$ cat config.mk
export PLATFORM = sky130hd
export DESIGN_NAME = alu16_sched_flat
export DESIGN_NICKNAME = d
export VERILOG_FILES = /design/src/rtl/alu16_sched_if.sv /design/src/rtl/alu16_sched.sv /design/src/flat_wrapper.sv
export SDC_FILE = /design/constraint.sdc
export NUM_CORES = 1
export LEC_CHECK = 0
export CAP_MARGIN = 25
export CORE_AREA = 2 2 82 115
export DETAILED_ROUTE_END_ITERATION = 12
export DIE_AREA = 0 0 84 117
export PLACE_DENSITY = 0.81
export SLEW_MARGIN = 40
export SYNTH_ARGS = -nofsm -noshare
export SYNTH_HDL_FRONTEND = slang
export SYNTH_SLANG_ARGS = --single-unit
$ cat constraint.sdc
create_clock -name clk -period 2.4 [get_ports clk]
set_input_delay 0.72 -clock clk [delete_from_list [all_inputs] [get_ports clk]]
set_output_delay 0.72 -clock clk [all_outputs]
set_load 0.05 [all_outputs]
$ cat src/rtl/alu16_sched_if.sv
// Requester and response channels of the alu16_sched round-robin ALU scheduler.
// Every channel transfers on a cycle where valid and ready are both high; valid never waits on ready.
interface alu16_sched_if #(
  parameter int WIDTH = 16,
  parameter int OPW   = 4
);
  logic             req0_valid;
  logic             req0_ready;
  logic [WIDTH-1:0] req0_a;
  logic [WIDTH-1:0] req0_b;
  logic [OPW-1:0]   req0_op;
  logic             req1_valid;
  logic             req1_ready;
  logic [WIDTH-1:0] req1_a;
  logic [WIDTH-1:0] req1_b;
  logic [OPW-1:0]   req1_op;
  logic             rsp_valid;
  logic             rsp_ready;
  logic             rsp_id;
  logic [WIDTH-1:0] rsp_out;
  logic [3:0]       rsp_flags;

  modport master (
    output req0_valid, req0_a, req0_b, req0_op,
    input  req0_ready,
    output req1_valid, req1_a, req1_b, req1_op,
    input  req1_ready,
    input  rsp_valid, rsp_id, rsp_out, rsp_flags,
    output rsp_ready
  );

  modport slave (
    input  req0_valid, req0_a, req0_b, req0_op,
    output req0_ready,
    input  req1_valid, req1_a, req1_b, req1_op,
    output req1_ready,
    output rsp_valid, rsp_id, rsp_out, rsp_flags,
    input  rsp_ready
  );
endinterface

$ cat src/rtl/alu16_sched.sv
// Shares one external ALU16 between two requesters; multi-bit shifts are built by
// iterating the ALU's single-bit shift ops with the result fed back as the operand.
module alu16_sched #(
  parameter int WIDTH = 16,
  parameter int OPW   = 4,
  parameter int SHW   = 4
) (
  input  logic             clk,
  input  logic             rst_n,
  alu16_sched_if.slave     bus,
  output logic             busy,
  output logic [1:0]       state_dbg,
  output logic [WIDTH-1:0] alu_a,
  output logic [WIDTH-1:0] alu_b,
  output logic [OPW-1:0]   alu_control,
  input  logic [WIDTH-1:0] alu_out,
  input  logic             alu_zero,
  input  logic             alu_carry,
  input  logic             alu_overflow,
  input  logic             alu_negative
);
  typedef enum logic [1:0] {IDLE = 2'd0, EXEC = 2'd1, RESP = 2'd2} state_t;

  localparam logic [OPW-1:0] OP_SLL = OPW'(5);
  localparam logic [OPW-1:0] OP_SRL = OPW'(6);
  localparam logic [OPW-1:0] OP_SRA = OPW'(7);

  state_t           state;
  logic             last_grant;
  logic [WIDTH-1:0] acc;
  logic [WIDTH-1:0] b_reg;
  logic [OPW-1:0]   op_reg;
  logic [SHW-1:0]   cnt;
  logic [WIDTH-1:0] rsp_out_r;
  logic [3:0]       rsp_flags_r;
  logic             rsp_id_r;

  logic             grant0, grant1, accept;
  logic [WIDTH-1:0] sel_a, sel_b;
  logic [OPW-1:0]   sel_op;

  function automatic logic is_shift(input logic [OPW-1:0] op);
    return (op == OP_SLL) || (op == OP_SRL) || (op == OP_SRA);
  endfunction

  // On a tie the requester that was not served last wins.
  assign grant0 = bus.req0_valid && (!bus.req1_valid || last_grant);
  assign grant1 = bus.req1_valid && (!bus.req0_valid || !last_grant);

  assign bus.req0_ready = rst_n && (state == IDLE) && grant0;
  assign bus.req1_ready = rst_n && (state == IDLE) && grant1;
  assign accept         = bus.req0_ready || bus.req1_ready;

  assign sel_a  = grant1 ? bus.req1_a  : bus.req0_a;
  assign sel_b  = grant1 ? bus.req1_b  : bus.req0_b;
  assign sel_op = grant1 ? bus.req1_op : bus.req0_op;

  assign alu_a       = acc;
  assign alu_b       = b_reg;
  assign alu_control = op_reg;

  assign bus.rsp_valid = (state == RESP);
  assign bus.rsp_id    = rsp_id_r;
  assign bus.rsp_out   = rsp_out_r;
  assign bus.rsp_flags = rsp_flags_r;
  assign busy          = (state != IDLE);
  assign state_dbg     = state;

  always_ff @(posedge clk or negedge rst_n) begin
    if (!rst_n) begin
      state       <= IDLE;
      last_grant  <= 1'b1;
      acc         <= '0;
      b_reg       <= '0;
      op_reg      <= '0;
      cnt         <= '0;
      rsp_out_r   <= '0;
      rsp_flags_r <= '0;
      rsp_id_r    <= 1'b0;
    end else begin
      case (state)
        IDLE: begin
          if (accept) begin
            acc        <= sel_a;
            b_reg      <= sel_b;
            op_reg     <= sel_op;
            cnt        <= sel_b[SHW-1:0];
            rsp_id_r   <= grant1;
            last_grant <= grant1;
            if (sel_op[OPW-1]) begin
              rsp_out_r   <= '0;
              rsp_flags_r <= 4'b1000;
              state       <= RESP;
            end else if (is_shift(sel_op) && (sel_b[SHW-1:0] == '0)) begin
              rsp_out_r   <= sel_a;
              rsp_flags_r <= {(sel_a == '0), 1'b0, 1'b0, sel_a[WIDTH-1]};
              state       <= RESP;
            end else begin
              state <= EXEC;
            end
          end
        end
        EXEC: begin
          if (is_shift(op_reg)) begin
            acc <= alu_out;
            cnt <= cnt - SHW'(1);
            // Flags reported for a shift are those of the final single-bit pass.
            if (cnt == SHW'(1)) begin
              rsp_out_r   <= alu_out;
              rsp_flags_r <= {alu_zero, alu_carry, alu_overflow, alu_negative};
              state       <= RESP;
            end
          end else begin
            rsp_out_r   <= alu_out;
            rsp_flags_r <= {alu_zero, alu_carry, alu_overflow, alu_negative};
            state       <= RESP;
          end
        end
        RESP: begin
          if (bus.rsp_ready) state <= IDLE;
        end
        default: state <= IDLE;
      endcase
    end
  end
endmodule

$ cat src/flat_wrapper.sv
// flat-port wrapper written by rule: the top's interface ports become plain ports
module alu16_sched_flat 
#(
  parameter int WIDTH = 16,
  parameter int OPW   = 4,
  parameter int SHW   = 4
)
  (clk, rst_n, busy, state_dbg, alu_a, alu_b, alu_control, alu_out, alu_zero, alu_carry, alu_overflow, alu_negative, bus_req0_valid, bus_req0_a, bus_req0_b, bus_req0_op, bus_req0_ready, bus_req1_valid, bus_req1_a, bus_req1_b, bus_req1_op, bus_req1_ready, bus_rsp_valid, bus_rsp_id, bus_rsp_out, bus_rsp_flags, bus_rsp_ready);
  alu16_sched_if #(.WIDTH(WIDTH), .OPW(OPW)) bus_i ();
  input  logic clk;
  input  logic rst_n;
  output logic busy;
  output logic [1:0] state_dbg;
  output logic [WIDTH-1:0] alu_a;
  output logic [WIDTH-1:0] alu_b;
  output logic [OPW-1:0] alu_control;
  input  logic [WIDTH-1:0] alu_out;
  input  logic alu_zero;
  input  logic alu_carry;
  input  logic alu_overflow;
  input  logic alu_negative;
  input wire logic [$bits(bus_i.req0_valid)-1:0] bus_req0_valid;
  input wire logic [$bits(bus_i.req0_a)-1:0] bus_req0_a;
  input wire logic [$bits(bus_i.req0_b)-1:0] bus_req0_b;
  input wire logic [$bits(bus_i.req0_op)-1:0] bus_req0_op;
  output wire logic [$bits(bus_i.req0_ready)-1:0] bus_req0_ready;
  input wire logic [$bits(bus_i.req1_valid)-1:0] bus_req1_valid;
  input wire logic [$bits(bus_i.req1_a)-1:0] bus_req1_a;
  input wire logic [$bits(bus_i.req1_b)-1:0] bus_req1_b;
  input wire logic [$bits(bus_i.req1_op)-1:0] bus_req1_op;
  output wire logic [$bits(bus_i.req1_ready)-1:0] bus_req1_ready;
  output wire logic [$bits(bus_i.rsp_valid)-1:0] bus_rsp_valid;
  output wire logic [$bits(bus_i.rsp_id)-1:0] bus_rsp_id;
  output wire logic [$bits(bus_i.rsp_out)-1:0] bus_rsp_out;
  output wire logic [$bits(bus_i.rsp_flags)-1:0] bus_rsp_flags;
  input wire logic [$bits(bus_i.rsp_ready)-1:0] bus_rsp_ready;
  assign bus_i.req0_valid = bus_req0_valid;
  assign bus_i.req0_a = bus_req0_a;
  assign bus_i.req0_b = bus_req0_b;
  assign bus_i.req0_op = bus_req0_op;
  assign bus_req0_ready = bus_i.req0_ready;
  assign bus_i.req1_valid = bus_req1_valid;
  assign bus_i.req1_a = bus_req1_a;
  assign bus_i.req1_b = bus_req1_b;
  assign bus_i.req1_op = bus_req1_op;
  assign bus_req1_ready = bus_i.req1_ready;
  assign bus_rsp_valid = bus_i.rsp_valid;
  assign bus_rsp_id = bus_i.rsp_id;
  assign bus_rsp_out = bus_i.rsp_out;
  assign bus_rsp_flags = bus_i.rsp_flags;
  assign bus_i.rsp_ready = bus_rsp_ready;
  alu16_sched #(.WIDTH(WIDTH), .OPW(OPW), .SHW(SHW)) u_core (.clk(clk), .rst_n(rst_n), .bus(bus_i), .busy(busy), .state_dbg(state_dbg), .alu_a(alu_a), .alu_b(alu_b), .alu_control(alu_control), .alu_out(alu_out), .alu_zero(alu_zero), .alu_carry(alu_carry), .alu_overflow(alu_overflow), .alu_negative(alu_negative));
endmodule
==> results.txt, run 1 <==
- Once routing completed, OpenROAD measured the worst setup slack at 0.09511 ns.
- The count of pins over their slew limit is 0.
- Cell area after synthesis: 3435 µm²
- Of the total power, the clock network draws 0.165.
* Critical-path cell list: clkdlybuf4s50_1, nor4b_4, a211oi_2, a311oi_2, o21ai_2, buf_12, mux2_1
* Utilization of the core after routing: 0.6549
* Number of distinct library cell variants in the gate-level netlist after synthesis: 44
- Post-place setup slack: -0.3477 ns
- Max Fanout on Critical Path: 16
- The cell family contributing the most delay on the critical path is buffers and inverters.
- Based on the critical path, the design can be clocked at up to 0.4339 GHz.
- In this run the vertical extent of the chip is 117 µm.
- HPWL after detailed placement: 8969 µm
- The share of synthesized area in the top cell type comes to 0.4590.
* Power Density: 1341 nW/µm²
- STA classifies the critical path endpoint as a flip-flop.
* Sequential element share of the synthesized area: 0.4667
* Int Pwr: 4102 µW
* Count leader, synth: sky130_fd_sc_hd__dfrtp_1
- The final layout contains 650 nets.
- Count of flip-flops with a built-in enable after synthesis: 0
* Total wire length: 11380 µm
- TritonCTS built the clock tree.
- Synthesis inferred 64 register bits.
- Top area cells in the synthesized netlist: sky130_fd_sc_hd__dfrtp_1 46%, sky130_fd_sc_hd__mux2i_1 12%, sky130_fd_sc_hd__a21oi_1 5.5%, sky130_fd_sc_hd__mux2_1 4.9%, sky130_fd_sc_hd__nor2_1 4.7%
- Of the total power, the share spent switching nets is 0.4737.
- From left edge to right edge, the die measures 84 µm.
- Weighted congestion at the end of routability-driven global placement: 0.9029
- Global-route wire length before repair: 18030 µm
* Logic gate share of total power: 0.588
* Kind of critical path: in -> reg
- Post-Synthesis Mean Instance Area: 9.462 µm²
- Core ar.: 8875 µm²
* Die area: 9828 µm²
- Fraction of final layout cells sized beyond drive strength 1: 0.1511
* Share of synthesized flip-flops with an asynchronous set or reset: 1.000
- Number of detailed-route iterations in the first pass: 4
- Data on the critical path is required at its endpoint by 2.60 ns.
- Clk Tree Root Cell: sky130_fd_sc_hd__clkbuf_16
- Arrival time worst endpoint: 2.51 ns
- Num rows: 41
- Setup violations remaining at the end of the flow were counted as 0.
- Crit share post-route: 0.9604
- Entering global routing, the biggest net connects 51 pins.
- The run finished with clean final reports.
- Setup repair after global routing left no endpoint under its margin.
- After detailed placement, the total cell area comes to 5428 µm².
* Cell with the largest stage delay on the worst path: sky130_fd_sc_hd__clkdlybuf4s50_1
- Final TNS setup: 0 ns
- DRC viols: 0
* Total I/O pin count: 160
- Worst max-slew margin expressed relative to the limit: 0.5716
* Hold Vio Cnt, Final: 0
* Detailed Route Iter0 Violations: 126
* Synthesized net count: 462
- Maximum root-to-sink buffer count: 2
* Final min period: 2.305 ns
- The detailed router placed 3530 vias in this run.
- Least-Margin Pin Slew: 0.6427 ns
* Worst Hold Slack: 0.4404 ns
* Most used DFF post-synth: sky130_fd_sc_hd__dfrtp_1
* Number of H-tree levels: 3
* Gate Count Post-Synth: 363
* Ant. Diodes: 0
- The area growth from synthesis to layout is 69.22%.
* Number of routed nets with antenna violations: 0
* Synth area leader: sky130_fd_sc_hd__dfrtp_1
- Post-route cell area: 5812 µm²
- Port buffering added 159 buffers.
- Initial antenna violation count: 0
- Most common library cells after synthesis: 63 x sky130_fd_sc_hd__dfrtp_1, 43 x sky130_fd_sc_hd__nor2_1, 40 x sky130_fd_sc_hd__mux2i_1
- Summed over all nets, the switching power comes to 3692 µW.
* DR vias/cell: 5.324
- The worst setup path is launched from an input pin.
* Detailed-route wire length per cell: 17.17 µm
- For the worst-skew pair, the clock arrives at the later sink with an insertion delay of 0.32 ns.
* Via count of the first global-routing pass: 3664
* Count of clock tree sinks: 64
* Clock transition at the registers of the reported paths: 0.06 ns
* Sequential share of power: 0.247
* Number of CTS-inserted buffers: 9
- Across the routed clock network, the largest skew measured is 0.005639 ns.
* Largest stage delay on the critical path: 0.46 ns
- Max Cap Viol: 0
- The Yosys step of the flow raised 0 warnings.
* Number of buffers and inverters on the critical path: 2
- Hold WC Path Type: in -> async
- VDD sags by at most 853.8 µV.
* Overall routing resource usage: 0.2373
- After global routing the overflow that remains totals 0.
- For this configuration, the core starts out at a cell density of 0.3870.
* Static power due to leakage: 0.002494 µW
## cell usage in the layout, fill, tap and decap left out, types with 4 or more instances in the layout
| master | Yosys | final |
|---|---|---|
| sky130_fd_sc_hd__clkdlybuf4s50_1 | 0 | 147 |
| sky130_fd_sc_hd__dfrtp_1 | 63 | 63 |
| sky130_fd_sc_hd__nor2_1 | 43 | 42 |
| sky130_fd_sc_hd__buf_4 | 2 | 41 |
| sky130_fd_sc_hd__mux2i_1 | 40 | 40 |
| sky130_fd_sc_hd__nand2_1 | 37 | 37 |
| sky130_fd_sc_hd__a21oi_1 | 38 | 37 |
| sky130_fd_sc_hd__o21ai_0 | 22 | 22 |
| sky130_fd_sc_hd__o31ai_1 | 16 | 16 |
| sky130_fd_sc_hd__mux2_1 | 15 | 15 |
| sky130_fd_sc_hd__inv_1 | 12 | 12 |
| sky130_fd_sc_hd__clkbuf_16 | 0 | 9 |
| sky130_fd_sc_hd__buf_12 | 0 | 9 |
| sky130_fd_sc_hd__nor4_1 | 8 | 8 |
| sky130_fd_sc_hd__nor3_1 | 5 | 4 |
| sky130_fd_sc_hd__nand4_1 | 4 | 4 |
## layer usage
metal | GRT usage | vias up | part of all wire
met5 | 0 | - | 0
met4 | 0.1161 | 0 | 0.030
li1 | - | 1675 | -
met1 | 0.2453 | 1659 | 0.36
met2 | 0.4427 | 172 | 0.53
met3 | 0.06662 | 24 | 0.077
## flip-flops by register name, summed over array words and instances (netlist names)
signal,cells
u_core.bus.rsp_flags,4
u_core.alu_a,16
u_core.bus.rsp_out,16
u_core.last_grant,1
u_core.alu_b,16
u_core.state_dbg,2
u_core.cnt,4
u_core.alu_control,4
u_core.bus.rsp_id,1
## final timing paths
check	start	end	slack, ns	depth (start not counted)
max	bus_req0_b[0]	u_core.bus.rsp_out[11]$_DFFE_PN0P_	0.1	7
min	rst_n	u_core.bus.rsp_out[15]$_DFFE_PN0P_	0.44	2
max reg2reg	u_core.cnt[1]$_DFFE_PN0P_	u_core.bus.rsp_out[11]$_DFFE_PN0P_	0.19	8
min reg2reg	u_core.bus.rsp_out[12]$_DFFE_PN0P_	u_core.bus.rsp_out[12]$_DFFE_PN0P_	0.49	1
max in group asynchronous	rst_n	u_core.alu_b[12]$_DFFE_PN0P_	1.36	2
min in group clk	u_core.bus.rsp_out[12]$_DFFE_PN0P_	u_core.bus.rsp_out[12]$_DFFE_PN0P_	0.49	1
## cells by family after synthesis
family                   synth area share
adder cells (fa/ha/maj)          0.007285
multiplexers                       0.1723
AO/OA/AOI/OAI                      0.1676
buffers and inverters             0.04517
flip-flops                         0.4667
AND/OR/NAND/NOR                    0.1410
## worst reg2reg max path, cell delays in order, from the launching register on
cell,delay (ns)
sky130_fd_sc_hd__dfrtp_1,0.38
sky130_fd_sc_hd__inv_1,0.10
sky130_fd_sc_hd__ha_1,0.14
sky130_fd_sc_hd__nor3b_1,0.35
sky130_fd_sc_hd__o41ai_1,0.16
sky130_fd_sc_hd__a311oi_2,0.34
sky130_fd_sc_hd__o21ai_2,0.12
sky130_fd_sc_hd__buf_12,0.17
sky130_fd_sc_hd__mux2_1,0.33
## per-stage QoR
stage,instances,power [µW]
global route,663,8217
CTS,662,7854
detailed placement,639,6501
floorplan,363,4708
finish,663,7794
global placement,639,6406
## area by class of cell
| cell class | count | area, µm² |
|---|---|---|
| Timing Repair Buffer | 202 | 2007 |
| Clock inverter | 7 | 72.57 |
| Inverter | 12 | 45.04 |
| Fill cell | 717 | 3063 |
| Tap cell | 107 | 133.9 |
| Clock buffer | 9 | 225.2 |
| Multi-Input combinational cell | 262 | 1725 |
| Sequential cell | 64 | 1603 |
## power by group through the flow
stage               clock network [µW]  logic (µW)  registers [µW]
detailed placement                   0        4570            1930
floorplan                            0        1190            3520
global placement                     0        4490            1910
finish                            1280        4590            1930
CTS                               1310        4610            1930
global route                      1360        4860            2000
## repair_timing
| action | CTS | global route |
|---|---|---|
| setup endpoints to repair | 9 | 20 |
| pin swaps | 3 | 3 |
| hold buffers | 0 | 0 |
| hold endpoints to repair | 0 | 0 |
| buffers inserted | 7 | 1 |
| gates resized for setup | 3 | 5 |
Power figures use the tool's default switching activity.
==> run 2: changes to the inputs <==
--- a/config.mk
+++ b/config.mk
@@ -6,9 +6,9 @@
 export NUM_CORES = 1
 export LEC_CHECK = 0
 export CAP_MARGIN = 25
-export CORE_AREA = 2 2 82 115
+export CORE_AREA = 2 2 114 83
 export DETAILED_ROUTE_END_ITERATION = 12
-export DIE_AREA = 0 0 84 117
+export DIE_AREA = 0 0 116 85
 export PLACE_DENSITY = 0.81
 export SLEW_MARGIN = 40
 export SYNTH_ARGS = -nofsm -noshare
==> run 2 against run 1 <==
Against the previous run: sequential share of layout area is 0.069 points higher; sequential power about the same; global-route usage shrank 0.84 points; first-iteration DRC count is 49% higher; via count decreased by 0.99%; power fell by 0.44%; register-to-register slack got worse by 0.04 ns; clock-buffer cell count is 3 higher; non-clock buffer count up 1; combinational power grew 2%; design area fell by 0.17%; critical endpoint is now u_core.bus.rsp_flags[3]$_DFFE_PN0P_.
==> results.txt, run 2 (synthesis results as in run 1) <==
* Clock transition at the registers of the reported paths: 0.05 ns (was 0.06 ns)
* Crit start category: input pin (unchanged)
- The register-to-register path setup slack came to 0.15 ns (was 0.19 ns).
- Total via count in the routed design: 3495 (was 3530)
* Overall power after layout: 7760 µW (was 7794 µW)
- The most common library cell in the layout ignoring fill and taps is sky130_fd_sc_hd__clkdlybuf4s50_1 (unchanged).
- The uppermost metal layer occupied by signal nets is met4 (unchanged).
* Post-place setup slack: -0.3894 ns (was -0.3477 ns)
- The clock skew was 0.009159 ns (was 0.005639 ns).
- The met3 wirelength from detailed routing is 566 µm (was 874 µm).
- The terminus of the critical flop-to-flop path was u_core.bus.rsp_flags[3]$_DFFE_PN0P_ (was u_core.bus.rsp_out[11]$_DFFE_PN0P_).
* Initial standard-cell utilization of the core: 0.3911 (was 0.3870)
- Core ar.: 8781 µm² (was 8875 µm²)
- Status: completed (unchanged)
- The highest-delay cell along the critical path was sky130_fd_sc_hd__clkdlybuf4s50_1 (unchanged).
* Total wire length: 11250 µm (was 11380 µm)
- The number of clock sinks came to 64 (unchanged).
- The count of pins over their slew limit came to 0 (unchanged).
- Worst IR drop on VDD: 745.1 µV (was 853.8 µV)
* I/O Buffers: 159 (unchanged)
- Die Y: 85 µm (was 117 µm)
* Kind of critical path: in -> reg (unchanged)
- The average wire length per cell after detail routing is 16.52 µm (was 17.17 µm).
- Max Fanout on Critical Path: 2 (was 16)
- The most numerous cell type found on the critical path is sky130_fd_sc_hd__buf_4.
- Clk Tree Root Cell: sky130_fd_sc_hd__clkbuf_16 (unchanged)
- The die outline width is 116 µm (was 84 µm).
- Initial antenna violation count: 0 (unchanged)
- The number of antenna diodes came to 0 (unchanged).
- The total length of routed met2 wires came to 5293 µm (was 6041 µm).
- The number of cells traversed by the worst register-to-register path is 12 (was 8).
* Fin worst setup slack: 0.06492 ns (was 0.09511 ns)
* Arrival time worst endpoint: 2.52 ns (was 2.51 ns)
* Utilization of the core after routing: 0.6607 (was 0.6549)
* Hold WC Path Type: in -> async (unchanged)
* Final min period: 2.335 ns (was 2.305 ns)
- The placement-stage cell area is 5414 µm² (was 5428 µm²).
- Number of H-tree levels: 3 (unchanged)
- Num rows: 29 (was 41)
- Power Density: 1338 nW/µm² (was 1341 nW/µm²)
* Die area: 9860 µm² (was 9828 µm²)
- Worst path top cell family by delay: buffers and inverters (unchanged)
- The clock latency at the later pin of the worst-skew pair was 0.32 ns (about the same).
* GR Overflow Total: 0 (unchanged)
- Post-route cell area: 5802 µm² (was 5812 µm²)
* Most used cells in the layout excluding fill and tap cells: 141 x sky130_fd_sc_hd__clkdlybuf4s50_1, 62 x sky130_fd_sc_hd__dfrtp_1, 43 x sky130_fd_sc_hd__buf_4, 42 x sky130_fd_sc_hd__nor2_1, 40 x sky130_fd_sc_hd__mux2i_1 (was 147 x sky130_fd_sc_hd__clkdlybuf4s50_1, 63 x sky130_fd_sc_hd__dfrtp_1, 42 x sky130_fd_sc_hd__nor2_1, 41 x sky130_fd_sc_hd__buf_4, 40 x sky130_fd_sc_hd__mux2i_1)
- Via count of the first global-routing pass: 3473 (was 3664)
- The aggregate global-route resource usage is 0.2289 (was 0.2373).
- The endpoint class of the critical path is a flip-flop (unchanged).
- The final net count was 651 (was 650).
- Fraction of final layout cells sized beyond drive strength 1: 0.1508 (was 0.1511)
* Number of detailed-route iterations in the first pass: 4 (unchanged)
* Largest stage delay on the critical path: 0.42 ns (was 0.46 ns)
* Global-route wire length before repair: 17510 µm (was 18030 µm)
* Required time at the endpoint of the critical path: 2.58 ns (was 2.60 ns)
- DR vias/cell: 5.132 (was 5.324)
* Max Cap Viol: 0 (unchanged)
- Number of buffers and inverters on the critical path: 6 (was 2)
* Weighted congestion at the end of routability-driven global placement: 0.9032 (was 0.9029)
- The number of hold violations in the final report was 0 (unchanged).
* Worst Hold Slack: 0.3999 ns (was 0.4404 ns)
- The layout-stage area growth over the synthesis result came to 68.93% (was 69.22%).
* HPWL after detailed placement: 8621 µm (was 8969 µm)
* Critical-path cell list: clkdlybuf4s50_1, o21ba_2, a211oi_2, a311oi_2, buf_4, buf_4, buf_4, buf_4, buf_4, nand4_1, nand4_1 (was clkdlybuf4s50_1, nor4b_4, a211oi_2, a311oi_2, o21ai_2, buf_12, mux2_1)
- The actual transition at the worst max-transition pin came to 0.6636 ns (was 0.6427 ns).
- Static power due to leakage: 0.002505 µW (was 0.002494 µW)
- Maximum number of pins on one net before global-route repair: 53 (was 51)
* R2R Path Start: u_core.cnt[1]$_DFFE_PN0P_ (unchanged)
- Maximum root-to-sink buffer count: 2 (unchanged)
- The TritonCTS buffer count is 9 (unchanged).
* Routed length on met1: 5170 µm (was 4130 µm)
* Worst max-slew margin expressed relative to the limit: 0.5576 (was 0.5716)
- The count of unresolved DRC violations after routing is 0 (unchanged).
- Total I/O pin count: 160 (unchanged)
* Number of routed nets with antenna violations: 0 (unchanged)
- The maximum clock frequency was 0.4283 GHz (was 0.4339 GHz).
- The total stage count of the critical path was 11 (was 7).
- Clock tree from TritonCTS: built (unchanged)
- Detailed Route Iter0 Violations: 188 (was 126)
* Setup Viol. Count Final: 0 (unchanged)
- The share of the clock period used by the worst path is 0.9730 (was 0.9604).
run 2: cell count changes in the layout (fill, tap and decap cells not counted), sizes merged:
cell / change
bufbuf: +1
clkinv: -1
clkbuf: +3
dlygate4sd2: +4
clkdlybuf4s50: -6
dlymetal6s2s: +1
bufinv: -1
clkinvlp: -1
buf: +1
run 2: how the worst max path moves through the flow:
stage	start	to
floorplan	u_core.state_dbg[0]$_DFFE_PN0P_	bus_req0_ready
CTS	bus_req1_b[0]	u_core.bus.rsp_out[0]$_DFFE_PN0P_
finish	bus_req0_op[0]	u_core.bus.rsp_flags[3]$_DFFE_PN0P_
detailed placement	bus_req0_b[1]	u_core.bus.rsp_out[0]$_DFFE_PN0P_
global route	bus_req0_op[0]	u_core.bus.rsp_flags[3]$_DFFE_PN0P_
global placement	bus_req0_b[0]	u_core.bus.rsp_out[10]$_DFFE_PN0P_
run 2: power breakdown:
part	total [µW]	internal (µW)	switching, µW
logic	4670	1780	2900
registers	1950	1600	351
clock network	1140	693	442
run 2: per-layer routing:
metal / up-vias / global-route usage
li1: 1674 / -
met1: 1676 / 0.3219
met2: 126 / 0.3610
met3: 19 / 0.04143
met4: 0 / 0.07143
met5: - / 0
run 2: layout make-up:
type / count / area (µm²)
timing repair buffer: 203 / 2013
sequential: 64 / 1604
inverter: 12 / 45.04
clock buffer: 12 / 236.5
fill: 725 / 2979
multi-input combinational: 262 / 1725
clock inverter: 4 / 22.52
tap: 124 / 155.1
run 2: per-stage QoR:
step	cells	setup TNS [ns]
6_report	681	0
5_1_grt	681	-0.002716
4_1_cts	678	0
3_5_place_dp	655	-10.66
3_3_place_gp	655	-8.408
2_1_floorplan	363	0
run 2: what timing repair did:
action,in CTS,in global routing
hold buffers,0,0
resized for setup,10,5
setup buffers,6,3
endpoints found under the setup margin,21,21
gates cloned,1,0
pin swaps,4,4
run 2: worst register-to-register path: cells and delay by family, from the launching register on:
kind	cells	cell delay, ns
adders and majority gates	1	0.15
AOI/OAI and AO/OA	2	0.44
and+or+nand+nor	3	0.55
DFF	1	0.37
buffers and inverters	6	0.61
==> run 3: changes to the inputs <==
--- a/config.mk
+++ b/config.mk
@@ -9,7 +9,7 @@
 export CORE_AREA = 2 2 114 83
 export DETAILED_ROUTE_END_ITERATION = 12
 export DIE_AREA = 0 0 116 85
-export PLACE_DENSITY = 0.81
+export PLACE_DENSITY = 0.77
 export SLEW_MARGIN = 40
 export SYNTH_ARGS = -nofsm -noshare
 export SYNTH_HDL_FRONTEND = slang
==> run 3 against run 2 <==
Against the previous run: setup slack got worse by 0.0077 ns; wire length fell by 2.0%; clock power barely moved; worst hold slack got worse by 0.016 ns; power fell by 1.7%; critical path type unchanged; critical endpoint is now u_core.bus.rsp_out[4]$_DFFE_PN0P_; highest routed layer unchanged.
==> results.txt, run 3 (synthesis results as in run 1) <==
- Status: completed (unchanged).
- Fin worst setup slack: 0.05720 ns (was 0.06492 ns)
- The site row count was 29 (unchanged).
* Number of routed nets with antenna violations: 0 (unchanged)
* HPWL after detailed placement: 8487 µm (was 8621 µm)
- The headroom to the max-slew limit came to 0.5462 (was 0.5576).
- Detailed Route Iter0 Violations: 205 (was 188)
- Number of H-tree levels: 3 (unchanged)
* Clock tree from TritonCTS: built (unchanged)
- The fill cell instance count of the final layout came to 730 (was 725).
- The actual transition at the worst max-transition pin came to 0.6807 ns (was 0.6636 ns).
- The clock-pin slew on the worst setup and hold paths was 0.05 ns (about the same).
- Worst skew pair latency: 0.33 ns (was 0.32 ns)
- The global placement routability congestion came to 0.8282 (was 0.9032).
- Post-place setup slack: -0.2952 ns (was -0.3894 ns)
* Total wire length: 11020 µm (was 11250 µm)
- Clk Tree Root Cell: sky130_fd_sc_hd__clkbuf_16 (unchanged)
- DRC viols: 0 (unchanged)
- GR met2 Demand/Resource: 0.3589 (was 0.3610)
- GRT met3 Usage: 0.05357 (was 0.04143)
- Crit start category: input pin (unchanged)
- Commonest non-fill, non-tap cell in the layout: sky130_fd_sc_hd__clkdlybuf4s50_1 (unchanged)
- The maximum clock frequency is 0.4268 GHz (was 0.4283 GHz).
- The arrival time at the worst endpoint was 2.54 ns (was 2.52 ns).
- The delay of the slowest cell on the worst path is 0.46 ns (was 0.42 ns).
- Crit share post-route: 0.9762 (was 0.9730)
- The minimum clock period was 2.343 ns (was 2.335 ns).
- The overall power came to 7628 µW (was 7760 µW).
* Static power due to leakage: 0.002420 µW (was 0.002505 µW)
- DR vias/cell: 5.091 (was 5.132)
- The worst-case vdd ir drop came to 994.9 µV (was 745.1 µV).
- Total I/O pin count: 160 (unchanged)
* Area growth from synthesis to final layout: 66.34% (was 68.93%)
* Hold WC Path Type: in -> async (unchanged)
* Max Cap Viol: 0 (unchanged)
* Grt peak-use layer: met2 (unchanged)
* Core ar.: 8781 µm² (unchanged)
* Ant. Diodes: 0 (unchanged)
- Fraction of final layout cells sized beyond drive strength 1: 0.1282 (was 0.1508)
* Kind of critical path: in -> reg (unchanged)
- Number of detailed-route iterations in the first pass: 4 (unchanged)
- The aggregate global-route resource usage is 0.2276 (was 0.2289).
* Worst Clk Skew: 0.006276 ns (was 0.009159 ns)
* Detailed-route wire length per cell: 16.45 µm (was 16.52 µm)
- The initial cell density of the core came to 0.3911 (unchanged).
* Worst Hold Slack: 0.3843 ns (was 0.3999 ns)
- The die outline width was 116 µm (unchanged).
* Category of the worst setup path capture point: flip-flop (unchanged)
- Total via count in the routed design: 3411 (was 3495)
- Utilization of the core after routing: 0.6506 (was 0.6607)
* Most used cells in the layout excluding fill and tap cells: 148 x sky130_fd_sc_hd__clkdlybuf4s50_1, 63 x sky130_fd_sc_hd__dfrtp_1, 41 x sky130_fd_sc_hd__nor2_1, 40 x sky130_fd_sc_hd__mux2i_1 (was 141 x sky130_fd_sc_hd__clkdlybuf4s50_1, 62 x sky130_fd_sc_hd__dfrtp_1, 43 x sky130_fd_sc_hd__buf_4, 42 x sky130_fd_sc_hd__nor2_1, 40 x sky130_fd_sc_hd__mux2i_1)
- The overall overflow remaining after global route came to 0 (unchanged).
- The die outline area came to 9860 µm² (unchanged).
- Critical-path cell list: clkdlybuf4s50_1, nor4b_4, a211oi_2, a311oi_2, o21ai_2, buf_12, mux2_1 (was clkdlybuf4s50_1, o21ba_2, a211oi_2, a311oi_2, buf_4, buf_4, buf_4, buf_4, buf_4, nand4_1, nand4_1).
- Post-cts hold buffer count: 0 (unchanged)
- The maximum count of clock buffers along a single path is 2 (unchanged).
- The worst path required time came to 2.60 ns (was 2.58 ns).
* I/O Buffers: 159 (unchanged)
- The number of global-route vias before repair was 3439 (was 3473).
- The number of setup violations in the final report was 0 (unchanged).
- Met1 global-route usage: 0.3172 (was 0.3219)
- Number of CTS-inserted buffers: 9 (unchanged)
- The highest-delay cell along the critical path is sky130_fd_sc_hd__clkdlybuf4s50_1 (unchanged).
- Initial antenna violation count: 0 (unchanged)
* Max Fanout on Critical Path: 17 (was 2)
- Count of pins over their slew limit: 0 (unchanged)
- The final net count is 640 (was 651).
- The number of hold violations in the final report was 0 (unchanged).
- Final TNS setup: 0 ns (unchanged)
- The wire length of the first global-routing pass came to 17430 µm (was 17510 µm).
* Maximum number of pins on one net before global-route repair: 53 (unchanged)
* Die Y: 85 µm (unchanged)
- The power density over the cells is 1335 nW/µm² (was 1338 nW/µm²).
* Count of clock tree sinks: 64 (unchanged)
[run 3: cell types whose count changed in the layout (fill, tap and decap cells not counted), moves of 2 or more]
cell and change:
sky130_fd_sc_hd__clkdlybuf4s50_1 +7, sky130_fd_sc_hd__dlygate4sd2_1 -4, sky130_fd_sc_hd__buf_4 -12, sky130_fd_sc_hd__buf_12 +2, sky130_fd_sc_hd__dlymetal6s2s_1 -2
[run 3: final timing paths]
| path | startpoint | slack, ns | endpoint | depth (start not counted) |
|---|---|---|---|---|
| setup / recovery | bus_req0_b[0] | 0.06 | u_core.bus.rsp_out[4]$_DFFE_PN0P_ | 7 |
| hold / removal | rst_n | 0.38 | u_core.state_dbg[1]$_DFFE_PN0P_ | 2 |
| setup reg to reg | u_core.cnt[1]$_DFFE_PN0P_ | 0.33 | u_core.bus.rsp_out[4]$_DFFE_PN0P_ | 8 |
| hold reg to reg | u_core.bus.rsp_out[3]$_DFFE_PN0P_ | 0.50 | u_core.bus.rsp_out[3]$_DFFE_PN0P_ | 1 |
| max in group asynchronous | rst_n | 1.32 | u_core.alu_b[9]$_DFFE_PN0P_ | 2 |
| min in group clk | u_core.bus.rsp_out[3]$_DFFE_PN0P_ | 0.50 | u_core.bus.rsp_out[3]$_DFFE_PN0P_ | 1 |
[run 3: power by group]
part	internal, µW	total, µW	switching [µW]	leakage (µW)
Clock	693	1150	455	0.000126
Sequential	1600	1950	351	0.000749
Combinational	1670	4530	2860	0.00155
[run 3: metal layers]
layer	share of wire	wire length, µm
met5	0	0
met4	0.011	120
met3	0.077	853
met2	0.47	5161
met1	0.44	4888
[run 3: timing repair]
item	4_1_cts	5_1_grt
setup endpoints to repair	2	21
pin swaps	0	2
buffers inserted	1	1
gates resized for setup	3	4
[run 3: metrics by stage]
stage	cell area (µm²)	cells
floorplan	3440	363
global placement	5419	652
detailed placement	5419	652
CTS	5687	669
global route	5713	670
finish	5713	670
[run 3: final cells by class]
| type | count | area, µm² | area share |
|---|---|---|---|
| clock buffers | 12 | 236.5 | 0.04139 |
| clock inverters | 4 | 22.52 | 0.003942 |
| inverters | 12 | 45.04 | 0.007884 |
| multi-input cells | 262 | 1722 | 0.3014 |
| flip-flops and latches | 64 | 1603 | 0.2806 |
| well taps | 124 | 155.1 | 0.02716 |
| repair buffers | 192 | 1929 | 0.3377 |
[run 3: worst max-delay path: cells and delay by family]
kind                   cells  cell delay, ns
AND/OR/NAND/NOR            1            0.31
multiplexers               1            0.32
buffers and inverters      2            0.63
AO/OA/AOI/OAI              3            0.56
